`config.mk`:
```
export PLATFORM = sky130hd
export DESIGN_NAME = stream_byte_packer
export DESIGN_NICKNAME = d
export VERILOG_FILES = /design/src/rtl/stream_byte_packer.sv
export SDC_FILE = /design/constraint.sdc
export NUM_CORES = 1
export LEC_CHECK = 0
export BUFFER_PORTS_ARGS = -buffer_cell sky130_fd_sc_hd__buf_2
export CORE_ASPECT_RATIO = 0.6
export CORE_MARGIN = 2
export CORE_UTILIZATION = 40
export DETAILED_ROUTE_END_ITERATION = 10
export SLEW_MARGIN = 20
export SYNTH_ARGS = -nofsm -noshare
export SYNTH_HDL_FRONTEND = slang
export SYNTH_SLANG_ARGS = --single-unit
export TNS_END_PERCENT = 10
```
`constraint.sdc`:
```
create_clock -name clock -period 4.4 [get_ports clock]
set_input_delay 0.88 -clock clock [delete_from_list [all_inputs] [get_ports clock]]
set_output_delay 0.88 -clock clock [all_outputs]
set_load 0.05 [all_outputs]
```
`src/rtl/stream_byte_packer.sv`:
```
// stream_byte_packer
// Packs a stream of 8-bit bytes into BYTES_PER_WORD-byte words. Frame
// boundaries (last) are carried through. A frame whose length is not a
// multiple of the word size ends in a zero-padded word, flagged by out_partial.
// Two status counters are kept: frames emitted and padded words emitted.
//
// Ports
//   clock        system clock
//   reset        synchronous, active-high reset
//   in_valid     input byte valid
//   in_ready     packer accepts a byte this cycle
//   in_data      input byte
//   in_last      final byte of a frame
//   out_valid    packed word valid
//   out_ready    downstream accepts the word
//   out_data     packed word (8*BYTES_PER_WORD bits)
//   out_last     word ends a frame
//   out_partial  word was zero-padded
//   frame_cnt    completed frames emitted (wraps)
//   partial_cnt  padded words emitted (saturates)
module stream_byte_packer #(
    parameter int BYTES_PER_WORD    = 4,
    parameter bit LSB_FIRST         = 1'b1,
    parameter bit REVERSE_BYTE_BITS = 1'b0
) (
    input  logic                        clock,
    input  logic                        reset,
    input  logic                        in_valid,
    output logic                        in_ready,
    input  logic [7:0]                  in_data,
    input  logic                        in_last,
    output logic                        out_valid,
    input  logic                        out_ready,
    output logic [8*BYTES_PER_WORD-1:0] out_data,
    output logic                        out_last,
    output logic                        out_partial,
    output logic [15:0]                 frame_cnt,
    output logic [15:0]                 partial_cnt
);

    localparam int W    = 8 * BYTES_PER_WORD;
    localparam int IDXW = $clog2(BYTES_PER_WORD);
    localparam logic [IDXW-1:0] LAST_IDX = IDXW'(BYTES_PER_WORD - 1);

    logic [W-1:0]    acc_reg;
    logic [IDXW-1:0] idx_reg;
    logic [7:0]      byte_in;
    logic [W-1:0]    merged;
    logic            word_completes;
    logic            out_fire;
    logic            accept;

    // Optional bit reversal compensates for the pad wiring order.
    for (genvar gi = 0; gi < 8; gi++) begin : g_rev
        assign byte_in[gi] = REVERSE_BYTE_BITS ? in_data[7-gi] : in_data[gi];
    end

    // Each lane takes the incoming byte when the byte index selects it. The
    // lanes not yet written hold zero because the accumulator is cleared after
    // every word, so the same value serves as the zero-padded output word.
    for (genvar gi = 0; gi < BYTES_PER_WORD; gi++) begin : g_lane
        localparam int K = LSB_FIRST ? gi : (BYTES_PER_WORD - 1 - gi);
        assign merged[8*gi +: 8] = (idx_reg == IDXW'(K)) ? byte_in : acc_reg[8*gi +: 8];
    end

    assign word_completes = (idx_reg == LAST_IDX) || in_last;
    assign out_fire       = out_valid && out_ready;
    // Stall only when a completing byte would find the output register full.
    // If the register is draining this cycle, it is reloaded without a bubble.
    assign in_ready       = !(out_valid && !out_ready) || !word_completes;
    assign accept         = in_valid && in_ready;

    always_ff @(posedge clock) begin
        if (reset) begin
            acc_reg     <= '0;
            idx_reg     <= '0;
            out_valid   <= 1'b0;
            out_data    <= '0;
            out_last    <= 1'b0;
            out_partial <= 1'b0;
            frame_cnt   <= 16'd0;
            partial_cnt <= 16'd0;
        end else begin
            if (out_fire) begin
                out_valid <= 1'b0;
                if (out_last) begin
                    frame_cnt <= frame_cnt + 16'd1;
                end
                if (out_partial && (partial_cnt != 16'hFFFF)) begin
                    partial_cnt <= partial_cnt + 16'd1;
                end
            end
            if (accept) begin
                if (word_completes) begin
                    out_valid   <= 1'b1;
                    out_data    <= merged;
                    out_last    <= in_last;
                    out_partial <= in_last && (idx_reg != LAST_IDX);
                    acc_reg     <= '0;
                    idx_reg     <= '0;
                end else begin
                    acc_reg <= merged;
                    idx_reg <= idx_reg + 1'b1;
                end
            end
        end
    end

endmodule

```
==> impl_metrics.json <==
{
  "status": "finished clean",
  "yosysWarnings": 0,
  "holdPathStages": 1,
  "skew_ns": 0.009207,
  "yosys.area_share.simple_pct": 20.06,
  "synthCells": 459,
  "core_area_um2": 10560,
  "rrSetupSlack_ns": 1.43,
  "layout_common_cells": "dfxtp_1 (101), buf_2 (80), nor2_1 (69)",
  "clk_pin_slew_ns": 0.06,
  "finalNetCount": 541,
  "num_vias": 3628,
  "grt_overflow_total": 0,
  "areaGrowthSynthToFinish_pct": 17.26,
  "die_h_um": 84.64,
  "synth_top_family_by_area": "simple AND/OR/NAND/NOR gates",
  "finalHoldViolCount": 0,
  "path_class": "reg -> out",
  "fmax_mhz": 321.3,
  "gp_congestion": 0.8071,
  "ctsResizeCount": 0,
  "fin_crit_sh_pct": 70.73,
  "drt_wl_total_um": 10270,
  "grt_usage_pct": 17.58,
  "portBuffers": 80,
  "p_leak_nw": 1.993,
  "synthFlopType": "dfxtp_1",
  "io_pins": 81,
  "via_per_inst": 5.456,
  "cp-end-kind": "output pin",
  "cts_setup_buffers": 0,
  "rsz0062_at_grt": "false",
  "clkLatencyLatePin_ns": 0.34,
  "muxShareOfSynthArea_pct": 7.619,
  "drv_slew": 0,
  "die_w_um": 138.4,
  "cts_hold_buf": 0,
  "antenna_found_initial": 0,
  "synth_nets": 478,
  "tightest_slew_ns": 0.9175,
  "pwr_density_cell_nw_per_um2": 392.0,
  "yosysTopAreaCell": "dfxtp_1",
  "r2r_cells": 6,
  "ys_async_sr_fraction_pct": 0,
  "synth.distinct_cells": 49,
  "htree_levels": 3,
  "ant_nets": 0,
  "drtIter0Drc": 154,
  "cp_max_fo": 14,
  "initial_core_util_pct": 41.06,
  "synth_edf_count": 0,
  "die_area_um2": 11710,
  "cts_num_sinks": 101,
  "critPathArrivalTime_ns": 2.23,
  "place_hpwl_um": 7162,
  "peakVddDrop_mv": 0.2223,
  "crit_required_ns": 3.52,
  "cts_buffers": 9,
  "antenna_cells": 0,
  "synth_top_cell_area_share_pct": 46.64,
  "grt_pass1_wl_um": 16690,
  "hp-class": "reg -> reg",
  "syn_area_um2": 4335,
  "first_global_vias": 3279,
  "dr.pass1.iters": 4,
  "grt_max_degree": 53,
  "finalPower_mw": 1.993,
  "drc": 0,
  "layout-drive-gt1-share_pct": 20.91,
  "synth_fa_ha_area_share_pct": 1.732,
  "n_fill_cell": 1014,
  "finalSetupTns_ns": 0,
  "ys_top_cells_by_area": "dfxtp_1 (47%), mux2i_1 (7.6%), a211oi_1 (6.2%)",
  "setup_slack_ns": 1.288,
  "max_slew_margin_pct": 38.83,
  "synth_compound_gate_area_share_pct": 18.12,
  "fin_crit_ns": 3.112,
  "pre_cts_slack_ns": 1.416,
  "std_cell_rows": 29,
  "setup_viol": 0,
  "avgSynthCellArea_um2": 9.445,
  "maxCapViolations": 0,
  "clockBufferDepth": 2,
  "tritoncts": "yes",
  "synth_xor_area_share_pct": 1.616,
  "final_common_cell": "dfxtp_1",
  "synth-seq-cells": 101,
  "cts_root_buf": "clkbuf_16",
  "ys_seq_area_share_pct": 46.64,
  "wl_per_cell_um": 15.45,
  "start_kind": "register"
}
-- metal layers --
metal / vias up / track usage (%) / routed length [µm]
met5: - / 0 / 0
met4: 0 / 4.917 / 107
met3: 9 / 4.107 / 461
met2: 82 / 26.78 / 4344
met1: 1712 / 25.07 / 5360
li1: 1825 / - / -
-- worst max-delay path, cell delays in order, from the launching register on --
cell     delay [ns]
dfxtp_1        0.41
ha_1           0.61
nor2_1         0.30
or2_2          0.36
buf_2          0.21
-- synth_stat cells, drive strengths merged, types with 2 or more instances --
library cell  number
a211oi            36
a21oi             24
a22oi             25
and2               9
and3               7
and4               6
buf               14
clkbuf            17
dfxtp            101
ha                 6
inv                6
mux2i             33
nand2             11
nand2b             2
nand3             12
nand4             10
nor2              69
nor3               3
nor4               2
o211ai             3
o21a               2
o21ai             13
o31ai              7
or2                2
or3               14
or4                6
or4b               3
xnor2              2
xor2               6
-- where the power goes --
group / internal, mW / switching [mW]
Clock: 0.485 / 0.336
Sequential: 0.940 / 0.0149
Combinational: 0.0565 / 0.160
-- per-stage QoR --
stage	cell area [µm²]	hold WS [ns]	util, %	instances
global placement	4773	0.4412	45.21	650
floorplan	4335	0.4291	-	459
CTS	5084	0.4617	48.15	665
finish	5084	0.4598	48.15	665
global route	5084	0.4670	48.15	665
detailed placement	4773	0.4430	45.21	650
-- logic make-up (layout without fill, tap and decap cells) --
kind of cell / Yosys count / after routing
compound gates: 116 / 116
xor+xnor: 8 / 8
fa+ha+maj: 6 / 6
buf+inv: 37 / 104
flops: 101 / 101
mux: 33 / 33
simple gates: 158 / 158
-- final timing paths --
check | start | to
worst max-delay path | idx_reg[0] | in_ready
worst min-delay path | acc_reg[28] | acc_reg[28]
worst max register to register | idx_reg[0] | out_data[4]
worst min register to register | acc_reg[28] | acc_reg[28]
-- layout make-up --
type / instances / area [µm²] / area share [%]
clock buffers: 12 / 266.5 / 5.242
clock inverters: 3 / 43.79 / 0.8614
inverters: 6 / 22.52 / 0.4430
multi-input cells: 321 / 2132 / 41.94
flip-flops and latches: 101 / 2022 / 39.77
well taps: 139 / 173.9 / 3.421
repair buffers: 83 / 422.9 / 8.319
(Power assumes the default switching activity.)
